`config.mk`:
```
export PLATFORM = sky130hd
export DESIGN_NAME = rvvi_tx_arbiter
export DESIGN_NICKNAME = d
export VERILOG_FILES = /design/src/rtl/cvw_pkg.sv /design/src/rtl/rvvi_tx_arbiter_counter.sv /design/src/rtl/rvvi_tx_arbiter.sv
export SDC_FILE = /design/constraint.sdc
export NUM_CORES = 1
export LEC_CHECK = 0
export ABC_CLOCK_PERIOD_IN_PS = 3400
export BUFFER_PORTS_ARGS = -buffer_cell sky130_fd_sc_hd__buf_2
export CAP_MARGIN = 10
export CORE_ASPECT_RATIO = 0.5
export CORE_MARGIN = 8
export CORE_UTILIZATION = 52
export CTS_BUF_LIST = sky130_fd_sc_hd__clkbuf_4 sky130_fd_sc_hd__clkbuf_8 sky130_fd_sc_hd__clkbuf_16
export DETAILED_ROUTE_END_ITERATION = 10
export PLACE_DENSITY_LB_ADDON = 0.3
export SLEW_MARGIN = 20
export SYNTH_ARGS = -nofsm -noshare
export SYNTH_HDL_FRONTEND = slang
export SYNTH_SLANG_ARGS = --single-unit
export TNS_END_PERCENT = 20
```
`constraint.sdc`:
```
create_clock -name m_axi_aclk -period 3.4 [get_ports m_axi_aclk]
set_input_delay 0.34 -clock m_axi_aclk [delete_from_list [all_inputs] [get_ports m_axi_aclk]]
set_output_delay 0.34 -clock m_axi_aclk [all_outputs]
set_load 0.02 [all_outputs]
```
`src/rtl/cvw_pkg.sv`:
```
// Shared cvw package: types and constants used by the RVVI TX arbiter.
//   rvvi_arb_state_t : arbiter FSM state encoding
//   REQ0 / REQ1      : requester index constants (used for the last-grant pointer)
//   STATS_WIDTH      : width of the optional per-requester frame counters
package cvw_pkg;

  typedef enum logic [1:0] {
    IDLE   = 2'd0,
    GRANT0 = 2'd1,
    GRANT1 = 2'd2,
    GAP    = 2'd3
  } rvvi_arb_state_t;

  localparam logic REQ0 = 1'b0;
  localparam logic REQ1 = 1'b1;

  localparam int STATS_WIDTH = 16;

endpackage

```
`src/rtl/rvvi_tx_arbiter_counter.sv`:
```
// Generic up-counter with synchronous clear, wraps at all-ones.
// Ports:
//   clk, resetn : clock, async active-low reset (count -> 0)
//   clear       : synchronous clear, has priority over en
//   en          : increment enable
//   count       : current count
module rvvi_tx_arbiter_counter #(
  parameter int WIDTH = 32
) (
  input  logic             clk,
  input  logic             resetn,
  input  logic             clear,
  input  logic             en,
  output logic [WIDTH-1:0] count
);

  always_ff @(posedge clk or negedge resetn) begin
    if (!resetn)    count <= '0;
    else if (clear) count <= '0;
    else if (en)    count <= count + {{(WIDTH-1){1'b0}}, 1'b1};
  end

endmodule

```
`src/rtl/rvvi_tx_arbiter.sv`:
```
// Two-requester frame arbiter for the shared RVVI MAC W channel.
// Requester 0 is the RVVI packetizer, requester 1 carries host/control frames.
// Whole frames are granted atomically with round-robin between requesters, and
// InterFrameGap idle cycles are inserted after every frame.
// Ports:
//   m_axi_aclk, m_axi_aresetn : clock, async active-low reset
//   Req{0,1}W{data,strb,last,valid}, Req{0,1}Wready : requester W channels
//   RvviAxiW{data,strb,last,valid}, RvviAxiWready   : shared MAC W channel
//   InterFrameGap : idle cycles after each frame (sampled when the frame ends)
//   Enable        : permits new grants (never truncates a frame in progress)
//   Grant         : registered one-hot owner, 00 when none
//   Busy          : FSM not in IDLE
// Optional (macro RVVI_TX_ARB_STATS_EN): Req0Frames/Req1Frames, 16-bit
// wrapping counts of completed frames per requester.
module rvvi_tx_arbiter
  import cvw_pkg::*;
#(
  parameter int DATA_WIDTH = 32,
  parameter int GAP_WIDTH  = 32
) (
  input  logic                    m_axi_aclk,
  input  logic                    m_axi_aresetn,
  input  logic [DATA_WIDTH-1:0]   Req0Wdata,
  input  logic [DATA_WIDTH/8-1:0] Req0Wstrb,
  input  logic                    Req0Wlast,
  input  logic                    Req0Wvalid,
  output logic                    Req0Wready,
  input  logic [DATA_WIDTH-1:0]   Req1Wdata,
  input  logic [DATA_WIDTH/8-1:0] Req1Wstrb,
  input  logic                    Req1Wlast,
  input  logic                    Req1Wvalid,
  output logic                    Req1Wready,
  output logic [DATA_WIDTH-1:0]   RvviAxiWdata,
  output logic [DATA_WIDTH/8-1:0] RvviAxiWstrb,
  output logic                    RvviAxiWlast,
  output logic                    RvviAxiWvalid,
  input  logic                    RvviAxiWready,
  input  logic [GAP_WIDTH-1:0]    InterFrameGap,
  input  logic                    Enable,
  output logic [1:0]              Grant,
  output logic                    Busy
`ifdef RVVI_TX_ARB_STATS_EN
  ,
  output logic [STATS_WIDTH-1:0]  Req0Frames,
  output logic [STATS_WIDTH-1:0]  Req1Frames
`endif
);

  localparam logic [GAP_WIDTH-1:0] GAP_ONE = {{(GAP_WIDTH-1){1'b0}}, 1'b1};

  rvvi_arb_state_t        state, stateNext;
  logic                   lastGrant;
  logic [GAP_WIDTH-1:0]   gapTarget;
  logic [GAP_WIDTH-1:0]   gapCnt;
  logic                   gapClr, gapEn;
  logic                   frameDone0, frameDone1;

  // Gap counter: cleared as a frame ends (i.e. on GAP entry), then counts GAP cycles.
  rvvi_tx_arbiter_counter #(.WIDTH(GAP_WIDTH)) gapCounter (
    .clk    (m_axi_aclk),
    .resetn (m_axi_aresetn),
    .clear  (gapClr),
    .en     (gapEn),
    .count  (gapCnt)
  );

  always_comb begin
    stateNext     = state;
    RvviAxiWdata  = '0;
    RvviAxiWstrb  = '0;
    RvviAxiWlast  = 1'b0;
    RvviAxiWvalid = 1'b0;
    Req0Wready    = 1'b0;
    Req1Wready    = 1'b0;
    frameDone0    = 1'b0;
    frameDone1    = 1'b0;
    gapClr        = 1'b0;
    gapEn         = 1'b0;
    case (state)
      IDLE: begin
        // Requester 0 wins if it is the only one valid, or if both are
        // valid and requester 1 held the previous grant.
        if (Enable && (Req0Wvalid || Req1Wvalid)) begin
          if (Req0Wvalid && (!Req1Wvalid || lastGrant == REQ1)) stateNext = GRANT0;
          else                                                  stateNext = GRANT1;
        end
      end
      GRANT0: begin
        RvviAxiWdata  = Req0Wdata;
        RvviAxiWstrb  = Req0Wstrb;
        RvviAxiWlast  = Req0Wlast;
        RvviAxiWvalid = Req0Wvalid;
        Req0Wready    = RvviAxiWready;
        if (Req0Wvalid && RvviAxiWready && Req0Wlast) begin
          frameDone0 = 1'b1;
          gapClr     = 1'b1;
          stateNext  = (InterFrameGap != '0) ? GAP : IDLE;
        end
      end
      GRANT1: begin
        RvviAxiWdata  = Req1Wdata;
        RvviAxiWstrb  = Req1Wstrb;
        RvviAxiWlast  = Req1Wlast;
        RvviAxiWvalid = Req1Wvalid;
        Req1Wready    = RvviAxiWready;
        if (Req1Wvalid && RvviAxiWready && Req1Wlast) begin
          frameDone1 = 1'b1;
          gapClr     = 1'b1;
          stateNext  = (InterFrameGap != '0) ? GAP : IDLE;
        end
      end
      GAP: begin
        // gapCnt+1 is the 1-based index of the current GAP cycle.
        gapEn = 1'b1;
        if (gapCnt + GAP_ONE == gapTarget) stateNext = IDLE;
      end
      default: stateNext = IDLE;
    endcase
  end

  always_ff @(posedge m_axi_aclk or negedge m_axi_aresetn) begin
    if (!m_axi_aresetn) begin
      state     <= IDLE;
      Grant     <= 2'b00;
      lastGrant <= REQ1;
      gapTarget <= '0;
    end else begin
      state <= stateNext;
      Grant <= {stateNext == GRANT1, stateNext == GRANT0};
      if      (state == IDLE && stateNext == GRANT0) lastGrant <= REQ0;
      else if (state == IDLE && stateNext == GRANT1) lastGrant <= REQ1;
      // Gap length is frozen as the frame ends; later input changes are ignored.
      if (gapClr) gapTarget <= InterFrameGap;
    end
  end

  assign Busy = (state != IDLE);

`ifdef RVVI_TX_ARB_STATS_EN
  rvvi_tx_arbiter_counter #(.WIDTH(STATS_WIDTH)) req0FrameCounter (
    .clk    (m_axi_aclk),
    .resetn (m_axi_aresetn),
    .clear  (1'b0),
    .en     (frameDone0),
    .count  (Req0Frames)
  );
  rvvi_tx_arbiter_counter #(.WIDTH(STATS_WIDTH)) req1FrameCounter (
    .clk    (m_axi_aclk),
    .resetn (m_axi_aresetn),
    .clear  (1'b0),
    .en     (frameDone1),
    .count  (Req1Frames)
  );
`else
  logic unusedFrameDone;
  assign unusedFrameDone = frameDone0 ^ frameDone1;
`endif

endmodule

```
==> reports/results.ini <==
[status]
status = complete, no violations

[clocking]
cts_buffers = 9
cts.repair.resized = 0
cts_buffer_depth = 2
htree_levels = 3
cts_tree = done
clock_sinks = 69
ctsHoldBuffers = 0
clock_latency_ns = 0.33
path_clk_slew_ns = 0.05
post-cts-setup-buffer-count = 0
root_buffer = clkbuf_16

[power]
p_int_mw = 3.04
p_switching_mw = 2.41
pwr_density_cell_mw_per_mm2 = 901
combPwrFrac = 0.506
peakVddDrop_v = 0.000438
clkPwrFrac = 0.171
leakagePower_nw = 2.72
pwr-share-seq = 0.323
swShare = 0.442

[grt]
grt-ovfl-total = 0
antenna_found_initial = 0
grt_pass1_vias = 4561
groute.usage.overall = 0.215
grt_pass1_wl_mm = 22.8
grt_max_degree = 70

[placement]
dp.cells = 778
hpwlAfterDp_mm = 10.7
port_buffers = 154
gp_congestion = 0.908

[sta]
rsz0062_at_grt = false
setup_tns_ns = 0
setup_viol = 0
fin_crit_sh = 0.884
worst_slew_pin_slew_ns = 0.850
slew_headroom = 0.434
fin_skew_ns = 0.00282
period_needed_ns = 3.01
slew_violations = 0
finalHoldViolCount = 0
fmax_mhz = 333

[drt]
dr_total_vias = 4534
wl_per_cell_um = 17.4
first_pass_iters = 5
ant_nets = 0
route.detailed.drc = 0
routed_wl_mm = 13.8
drt_iter0_drc = 182
via_per_inst = 5.71

[worst_hold_path]
hp-class = in2async

[finish]
utilization = 0.648
drive_gt1_frac = 0.343
fin_cells = 794
area_delta_synth_final_pct = 22.8
layout_commonest_cell = buf_2
mostFrequentLayoutCells = buf_2 (154), dfrtp_1 (68), nor2_1 (44), xor2_1 (44), nor2b_1 (40)
antenna_cells = 0
layout.nets = 785

[critical_path]
path_cells = ha_1 > nand3_1 > nor2_1 > nand2_1 > a2111o_1 > nor4_2 > a41oi_1 > o21ai_2 > nor2b_1
setup.worst_path.start_class = flip-flop
cp.arrival_ns = 3.27
r2r-start = gapCounter.count[0]$_DFFE_PN0P_
crit_required_ns = 3.67
crit_slowest_cell = dfrtp_1
slowest_delay_ns = 0.52
cp_max_fo = 9
worstRegToRegCells = 9
critPathCaptureType = flip-flop
rrSetupSlack_ns = 0.39
r2r-end = Grant[0]$_DFF_PN0_
criticalPathCategory = reg2reg

[die]
core_mm2 = 0.00932
dieArea_mm2 = 0.0130
num_io_pins = 155
dieHeight_um = 84.8
die_w_um = 154
row_count = 25
initial_core_util = 0.528

[run]
maxCapViolCount = 0

[synth]
synth_seq_area_share = 0.351
ys_async_sr_fraction = 1.00
ys_types = 58
netlist_area_mm2 = 0.00492
synth_edf_count = 0
synth-seq-cells = 69
ys_warn_count = 0
synthFlopType = dfrtp_1
avgSynthCellArea_um2 = 9.19
synthCells = 535
syn_nets = 652

power by group through the flow:
stage / registers, mW / clock network (mW) / logic [mW]
2_1_floorplan: 1.48 / 0 / 2.31
3_3_place_gp: 1.75 / 0 / 2.70
3_5_place_dp: 1.77 / 0 / 2.75
4_1_cts: 1.76 / 0.952 / 2.76
5_1_grt: 1.82 / 0.983 / 3.04
6_report: 1.76 / 0.932 / 2.75
worst max-delay path by stage:
stage                                          from  depth (start not counted)            endpoint
detailed placement  gapCounter.count[0]$_DFFE_PN0P_                          9  Grant[0]$_DFF_PN0_
global placement    gapCounter.count[0]$_DFFE_PN0P_                          9  Grant[0]$_DFF_PN0_
CTS                 gapCounter.count[0]$_DFFE_PN0P_                          9  Grant[0]$_DFF_PN0_
floorplan           gapCounter.count[0]$_DFFE_PN0P_                          9  Grant[1]$_DFF_PN0_
global route        gapCounter.count[0]$_DFFE_PN0P_                          9  Grant[0]$_DFF_PN0_
finish              gapCounter.count[0]$_DFFE_PN0P_                          9  Grant[0]$_DFF_PN0_
state kept, by name, summed over array words and instances (netlist names):
signal and flops:
gapCounter.count 32, lastGrant 1, gapTarget 32, Grant 2
state 2
Yosys cell counts (3+ instances only):
| master | number | area [um^2] |
|---|---|---|
| dfrtp_1 | 68 | 1700 |
| nor2_1 | 44 | 165 |
| xor2_1 | 44 | 385 |
| nor2b_1 | 40 | 250 |
| a22oi_1 | 38 | 285 |
| nand2_1 | 33 | 124 |
| mux2_2 | 32 | 360 |
| clkbuf_1 | 25 | 93.8 |
| xnor2_1 | 25 | 219 |
| nand4_1 | 20 | 125 |
| nand3_1 | 17 | 85.1 |
| a21oi_1 | 13 | 65.1 |
| nor4_1 | 13 | 81.3 |
| inv_1 | 11 | 41.3 |
| and3_1 | 9 | 56.3 |
| nor3_1 | 8 | 40.0 |
| o21ai_0 | 8 | 40.0 |
| and2_1 | 7 | 43.8 |
| and4_1 | 7 | 61.3 |
| buf_2 | 7 | 35.0 |
| a31oi_1 | 5 | 31.3 |
| ha_1 | 5 | 62.6 |
| a211oi_1 | 4 | 30.0 |
| buf_1 | 4 | 15.0 |
| o22ai_1 | 4 | 25.0 |
| nor3_2 | 3 | 30.0 |
metrics by stage:
stage	hold WS (ns)	power, mW	setup slack [ns]	instance area, um^2
final	0.199	5.44	0.394	6040
after detailed placement	0.522	4.51	0.437	5740
after floorplan	0.0444	3.78	0.922	4920
after CTS	0.231	5.47	0.390	6040
after global placement	0.517	4.45	0.597	5740
after global routing	0.252	5.84	0.108	6040
critical path: cells and delay by family, from the launching register on:
family	cells	cell delay, ns
AO/OA/AOI/OAI	3	0.78
adder cells (fa/ha/maj)	1	0.30
flip-flops	1	0.52
AND/OR/NAND/NOR	5	1.34
cell type report:
| cell class | count | area, um^2 |
|---|---|---|
| clock buffer | 10 | 239 |
| fill | 785 | 3280 |
| sequential | 69 | 1730 |
| timing repair buffer | 162 | 843 |
| multi-input combinational | 415 | 2980 |
| tap | 121 | 151 |
| clock inverter | 6 | 62.6 |
| inverter | 11 | 41.3 |
logic make-up after synthesis:
kind of cell / count (synthesis) / share of synthesized area
and+or+nand+nor: 219 / 0.259
AOI/OAI and AO/OA: 88 / 0.132
xor gates and xnor gates: 69 / 0.123
DFF: 69 / 0.351
buffers and inverters: 51 / 0.0440
muxes: 34 / 0.0773
adders and majority gates: 5 / 0.0127
routing by layer:
| metal | part of all wire | track usage |
|---|---|---|
| met5 | 0 | 0 |
| met1 | 0.41 | 0.247 |
| met2 | 0.49 | 0.364 |
| met4 | 0.027 | 0.0874 |
| met3 | 0.075 | 0.0727 |
No activity file was read; power rests on OpenSTA's default activity.
